`src/rtl/dac_spi_master.sv`:
```
// rtl/dac_spi_master.sv - SPI master serialising DAC codes to NCH chip-selected DACs
// Optional LDAC strobe after each frame is enabled by defining DAC_SPI_LDAC_EN.
module dac_spi_master #(
    parameter int DATA_W  = 16,
    parameter int NCH     = 2,
    parameter int CLK_DIV = 2,
    parameter int CS_GAP  = 4,
    localparam int CH_W   = (NCH > 1) ? $clog2(NCH) : 1
) (
    input  logic              clk,
    input  logic              nrst,
    input  logic              in_valid,
    output logic              in_ready,
    input  logic [DATA_W-1:0] in_data,
    input  logic [CH_W-1:0]   in_ch,
    output logic [NCH-1:0]    cs_n,
    output logic              sclk,
    output logic              sdi,
    output logic              done,
    output logic              err
`ifdef DAC_SPI_LDAC_EN
    ,
    output logic              ldac_n
`endif
);
`ifdef DAC_SPI_LDAC_EN
    // The gap must be long enough to fit the LDAC strobe after cs_n rises.
    localparam int GAP_CYC = (CS_GAP > CLK_DIV + 2) ? CS_GAP : CLK_DIV + 2;
`else
    localparam int GAP_CYC = CS_GAP;
`endif
    localparam int CNT_MAX = (GAP_CYC > CLK_DIV) ? GAP_CYC : CLK_DIV;
    localparam int CNT_W   = $clog2(CNT_MAX + 1);
    localparam int HALF_W  = $clog2(2 * DATA_W);

    typedef enum logic [2:0] {S_IDLE, S_SETUP, S_SHIFT, S_HOLD, S_GAP} state_t;

    state_t              r_state;
    state_t              w_next;
    logic [CNT_W-1:0]    r_cnt;
    logic [HALF_W-1:0]   r_half;
    logic [DATA_W-1:0]   r_shift;
    logic [CH_W-1:0]     r_ch;
    logic                r_armed;
    logic                r_err;
    logic                w_accept;
    logic                w_ch_bad;
    logic                w_tick;
    logic                w_last_half;
    logic                w_gap_end;
    logic                w_frame;

    assign w_accept    = in_valid && in_ready;
    assign w_ch_bad    = (32'(in_ch) >= 32'(NCH));
    assign w_tick      = (r_cnt == CNT_W'(CLK_DIV - 1));
    assign w_gap_end   = (r_cnt == CNT_W'(GAP_CYC - 1));
    assign w_last_half = (r_half == HALF_W'(2 * DATA_W - 1));
    assign w_frame     = (r_state == S_SETUP) || (r_state == S_SHIFT) || (r_state == S_HOLD);

    always_ff @(posedge clk or negedge nrst) begin
        if (!nrst) r_state <= S_IDLE;
        else       r_state <= w_next;
    end

    always_comb begin
        w_next = r_state;
        case (r_state)
            S_IDLE:  if (w_accept && !w_ch_bad) w_next = S_SETUP;
            S_SETUP: if (w_tick) w_next = S_SHIFT;
            S_SHIFT: if (w_tick && w_last_half) w_next = S_HOLD;
            S_HOLD:  if (w_tick) w_next = S_GAP;
            S_GAP:   if (w_gap_end) w_next = S_IDLE;
            default: w_next = S_IDLE;
        endcase
    end

    // Even half-periods have sclk low; data advances on entry to each low half after the first.
    always_ff @(posedge clk or negedge nrst) begin
        if (!nrst) begin
            r_cnt   <= '0;
            r_half  <= '0;
            r_shift <= '0;
            r_ch    <= '0;
            r_armed <= 1'b0;
            r_err   <= 1'b0;
        end else begin
            r_armed <= 1'b1;
            r_err   <= w_accept && w_ch_bad;
            case (r_state)
                S_IDLE: begin
                    r_cnt <= '0;
                    if (w_accept && !w_ch_bad) begin
                        r_shift <= in_data;
                        r_ch    <= in_ch;
                        r_half  <= '0;
                    end
                end
                S_SHIFT: begin
                    if (w_tick) begin
                        r_cnt <= '0;
                        if (!w_last_half) begin
                            r_half <= r_half + 1'b1;
                            if (r_half[0]) r_shift <= {r_shift[DATA_W-2:0], 1'b0};
                        end
                    end else begin
                        r_cnt <= r_cnt + 1'b1;
                    end
                end
                default: r_cnt <= (w_next != r_state) ? '0 : r_cnt + 1'b1;
            endcase
        end
    end

    always_comb begin
        in_ready = (r_state == S_IDLE) && r_armed;
        cs_n     = '1;
        for (int i = 0; i < NCH; i++) begin
            if (w_frame && (r_ch == CH_W'(i))) cs_n[i] = 1'b0;
        end
        sclk = (r_state == S_SHIFT) ? r_half[0] : 1'b1;
        sdi  = r_shift[DATA_W-1];
        done = (r_state == S_GAP) && (r_cnt == '0);
        err  = r_err;
`ifdef DAC_SPI_LDAC_EN
        ldac_n = !((r_state == S_GAP) && (r_cnt != '0) && (r_cnt <= CNT_W'(CLK_DIV)));
`endif
    end

endmodule

```
`config.mk`:
```
export PLATFORM = sky130hd
export DESIGN_NAME = dac_spi_master
export DESIGN_NICKNAME = d
export VERILOG_FILES = /design/src/rtl/dac_spi_master.sv
export SDC_FILE = /design/constraint.sdc
export NUM_CORES = 1
export LEC_CHECK = 0
export ABC_AREA = 1
export BUFFER_PORTS_ARGS = -buffer_cell sky130_fd_sc_hd__buf_4
export CAP_MARGIN = 20
export CORE_UTILIZATION = 25
export CTS_BUF_LIST = sky130_fd_sc_hd__clkbuf_16
export DETAILED_ROUTE_END_ITERATION = 16
export GPL_TIMING_DRIVEN = 0
export PLACE_DENSITY_LB_ADDON = 0.1
export SLEW_MARGIN = 20
export SYNTH_ARGS = -nofsm -noshare
export SYNTH_HDL_FRONTEND = slang
export SYNTH_SLANG_ARGS = --single-unit
```
`constraint.sdc`:
```
create_clock -name clk -period 2 [get_ports clk]
set_input_delay 0.4 -clock clk [delete_from_list [all_inputs] [get_ports clk]]
set_output_delay 0.4 -clock clk [all_outputs]
set_load 0.02 [all_outputs]
```
Yosys cells after proc, flatten, opt, wreduce, memory -nomap -nowiden
Cells that the tools add are included.
- register bits after elaboration: 29
- input port bits: 20
- output and inout bits: 7
- logic and storage cells: 56
- add/subtract/negate cells: 2
- equality and inequality tests: 12
- mux-type cells: 21
- bitwise gates (word level): 1
- reductions and logical operators: 14
- operator list (operator ; count):
    $mux 16 ; 4
    $pmux 16 s2 ; 1
    $mux 3 ; 7
    $mux 5 ; 3
    $pmux 3 s5 ; 1
    $pmux 5 s2 ; 1
    $eq 3x2->1 const B ; 3
    $ne 2x2->1 const B ; 4
    $eq 3x1->1 const B ; 2
    $logic_and 1x1->1 ; 6
    $logic_not 3->1 ; 2
    $pmux 3 s2 ; 1
    $add 5x1->5 const B ; 1
    $eq 5x5->1 const B ; 1
    $reduce_and 5->1 ; 1
    $reduce_and 4->1 ; 1
    $add 3x1->3 const B ; 1
    $eq 3x3->1 const B ; 1
    $mux 1 ; 3
    $ne 3x3->1 ; 1
    $logic_or 1x1->1 ; 2
    $reduce_and 2->1 ; 1
    $reduce_bool 2->1 ; 1
    $not 1->1 ; 1

Longest topological paths before layout
- depth in word-level cells: 8
- mapped depth: 10
- depth with buffers taken out: 10

Worst setup path before layout
OpenSTA, ideal clock, no wires.
- kind: register to register
- from: register r_half[0]
- to: register r_shift[15]
- library setup time: 0.117 ns
- arrival time: 1.590 ns
- data required time: 1.883 ns
- path slack: 0.293 ns
- stages on the path, launching flop included: 10
- path buffers: 1
- clock period less this slack: 1.707 ns
- path through: dfrtp_1 -> ha_1 -> nand2_1 -> nor2_1 -> ha_1 -> o21ai_0 -> nand3_4 -> buf_6 -> nand2_1 -> nand2_1
- longest elaborated chain between the ends: 3
- elaborated cells on any way between the ends: 4
- classes of those cells: 3 x eq/ne; 1 x reduce/logical
- RTL lines (what ; line ; source):
    start: declaration ; 41 ; logic [HALF_W-1:0] r_half;
    start signal: assignment ; 102 ; r_half <= r_half + 1'b1;
    $eq 5x5->1 ; 57 ; assign w_last_half = (r_half == HALF_W'(2 * DATA_W - 1));
    $ne 2x2->1 (no line) ; - ;
    $reduce_and 5->1 (no line) (*) ; - ;
    end signal: assignment ; 93 ; r_shift <= in_data;
    end signal: assignment ; 103 ; if (r_half[0]) r_shift <= {r_shift[DATA_W-2:0], 1'b0};
    end: declaration ; 42 ; logic [DATA_W-1:0] r_shift;
Mark *: on every way between the ends. The rest lies on a longest branch, timed or not.
A chain may end at the register's enable or synchronous reset.

Worst setup path in the final report
- from: register r_state[1]
- to: output port in_ready
- longest elaborated chain between the ends: 2
- RTL lines (what ; line ; source):
    start: declaration ; 38 ; state_t r_state;
    start signal: assignment ; 62 ; else r_state <= w_next;
    $logic_not 3->1 ; 115 ; in_ready = (r_state == S_IDLE) && r_armed;
    $logic_and 1x1->1 ; 115 ;
    end: declaration ; 13 ; output logic in_ready,
Every way passes these cells.

==> metrics <==
CTS Buf Count=5; Rows=29; multi-input logic area=788 um2; Boundary Pins=27; worst slack, placed=0.0729 ns; initial antenna violation count=0; FF+latch area=726 um2; RSZ-0062 raised after global routing=false; P_leak=0.00118 uW; post-synthesis cell area=1620 um2; clock tree buffer depth=2; Net count, final=280; vias in the first global route=1,320; most used cell along the critical path=nor2_2; WL/cell=11.1 um; #FFs+latches synth=29; syn_area_per_cell=7.42 um2; Routed Antenna Nets=0; Final Cycle Share=93.6%; Worst Hold Margin=0.0677 ns; crit path DAT=1.47 ns; initial core utilization=25.7%; CTS tree=yes; final WL=3.69 mm; Clock Pin Slew Worst Setup and Hold Paths=0.05 ns; Hold Path Class=in -> async; setup ws final=0.129 ns; ant diodes=0; GP Congestion=0.773; R2R Setup Slk=0.20 ns; Initial DRC Count=67; hold buffer count at CTS=0; Fin. Hold Viols=0; crit-path max FO=6; First-pass DRT Iterations=4; P_int=1060 uW; Seq/Total Area, Yosys=44.7%; combinational share of power=3.5%; residual DRC count=0; slowest CP cell=dfrtp_1; Crit Path Category=reg -> out; power per cell area=640 nW/um2; clk root buf=clkbuf_16; Clk pwr share=52.2%; Via density=4.22; minimum clock period=1.87 ns; outcome=completed; Post-Layout Cell Count=332; clock sinks=29; max incr delay on CP=0.44 ns; Area Growth Syn to Fin=28.0%; GRT overflow=0; Mapped Cells=219; CP required=1.60 ns; largest net degree at the start of global routing=30; full die area=6820 um2; Die Height=82.6 um; H-tree depth=2; synth unique cells=26; CP startpoint kind=flop; Core ar.=6310 um2; Syn Nets=245; Psw=268 uW; Clock Latency Late Sink=0.27 ns; first-pass GRT wire length=6.14 mm; setup TNS=0 ns; endpoints failing setup=0; Synth Warn #=0; Die X=82.6 um; vias=1,402; gr usage total=12.3%; achievable frequency=534 MHz; Port Buffers=25; Maximum Capacitance Violations=0; post-DP HPWL=2.59 mm; switching fraction of total power=20.1%; worst-path cell chain=inv_2, nand2_2, nor2_2, inv_1, nor2_2, buf_4; max-slew violations=0; fill count=712; cell count after placement=321; element type at the critical path end=output port; share of layout cells above drive strength 1=21.2%; Worst Skew=0.00322 ns; Peak VDD IR=0.421 mV; sequential power share=44.3%
==> logic make-up (layout without fill, tap and decap cells) <==
logic type / Yosys count / after routing / synth area share [%]
AOI/OAI and AO/OA: 11 / 11 / 4.47
adders and majority gates: 6 / 6 / 4.62
buffers and inverters: 26 / 62 / 7.40
DFF: 29 / 29 / 44.7
other: 2 / 2 / 0.462
and+or+nand+nor: 145 / 145 / 38.4
==> worst paths after layout <==
path / end / from / depth (start not counted)
min in group clk: r_ch / in_ch / 3
max in group asynchronous: r_state[1] / nrst / 1
max: in_ready / r_state[1] / 6
max reg2reg: r_shift[1] / r_half[0] / 9
min reg2reg: r_shift[12] / r_shift[12] / 2
min: r_cnt[1] / nrst / 1
==> routing by layer <==
metal	wire length, um	track usage (%)	vias to the layer above
li1	-	-	750
met1	1800	16.9	627
met3	177	3.52	2
met2	1680	18.3	23
met5	0	0	-
met4	26	4.66	0
==> critical path: cells and delay by family (launching register included) <==
family	cells	cell delay, ns
buffers and inverters	3	0.38
flip-flops	1	0.44
AND/OR/NAND/NOR	3	0.38
==> cells in the mapped netlist <==
cell type  count  area share, %
and3_1         1           0.39
or2_1          1           0.39
dfrtp_1       29             45
o21ai_0        6            1.8
o21ai_4        1            1.0
o21ai_2        1           0.54
nand3b_1       1           0.46
o21ai_1        1           0.31
o211ai_1       1           0.46
buf_4          3            1.4
nand3_4        1            1.1
nand2_1      102             24
inv_1         17            3.9
nor2_4         1           0.69
nor2_1         6            1.4
inv_2          2           0.46
buf_2          3           0.92
nand2_2        2           0.77
nand4_1        2           0.77
conb_1         2           0.46
nand3_1       25            7.7
buf_6          1           0.69
or2_2          1           0.39
a21oi_1        1           0.31
ha_1           6            4.6
nor2_2         2           0.77
==> cell usage in the layout, fill, tap and decap left out <==
cell / count
buf_2: 3
nand3_1: 25
inv_2: 2
buf_6: 1
nand4_1: 2
conb_1: 2
buf_4: 31
clkinv_2: 1
nand2_1: 101
o21ai_2: 1
o21ai_0: 5
nor2_4: 2
o21ai_4: 1
or2_1: 1
nor2_1: 5
clkinv_1: 2
a21oi_1: 1
inv_1: 17
nor2_2: 2
o21ai_1: 2
o211ai_1: 1
ha_1: 6
nand3_4: 1
dfrtp_1: 29
clkbuf_16: 5
nand3b_1: 1
or2_2: 1
and3_1: 1
nand2_2: 3
==> per-stage QoR <==
step                total power [uW]  utilization [%]  cell area, um2
detailed placement               647             30.2            1910
finish                          1330             32.9            2080
floorplan                        605                -            1620
CTS                             1360             32.4            2050
global route                    1390             32.9            2080
global placement                 647             30.2            1910
==> power groups by stage <==
stage | Combinational, uW | Clock [uW] | Sequential (uW)
after floorplan | 5.71 | 0 | 599
after global placement | 48.0 | 0 | 599
after detailed placement | 48.1 | 0 | 599
after CTS | 48.3 | 724 | 589
after global routing | 52.4 | 745 | 588
final | 46.6 | 694 | 589
==> area by class of cell <==
| type | instances | share of cell area [%] |
|---|---|---|
| Clock inverter | 3 | 0.602 |
| Buffer | 7 | 2.35 |
| Multi-Input combinational cell | 164 | 37.9 |
| Inverter | 19 | 3.43 |
| Sequential cell | 29 | 34.9 |
| Timing Repair Buffer | 28 | 10.1 |
| Clock buffer | 5 | 6.02 |
| Tap cell | 77 | 4.64 |
==> registers in the layout, summed over array words and instances, names as in the netlist <==
register	flops
r_shift	16
r_half	5
r_cnt	3
r_state	3
r_armed	1
r_ch	1
==> repair_timing <==
action / in CTS / in global routing
resized for setup: 1 / 3
pin swaps: 0 / 1
endpoints found under the setup margin: 1 / 12
cloned: 0 / 0
buffers inserted: 0 / 3
No activity file was read; power rests on OpenSTA's default activity.
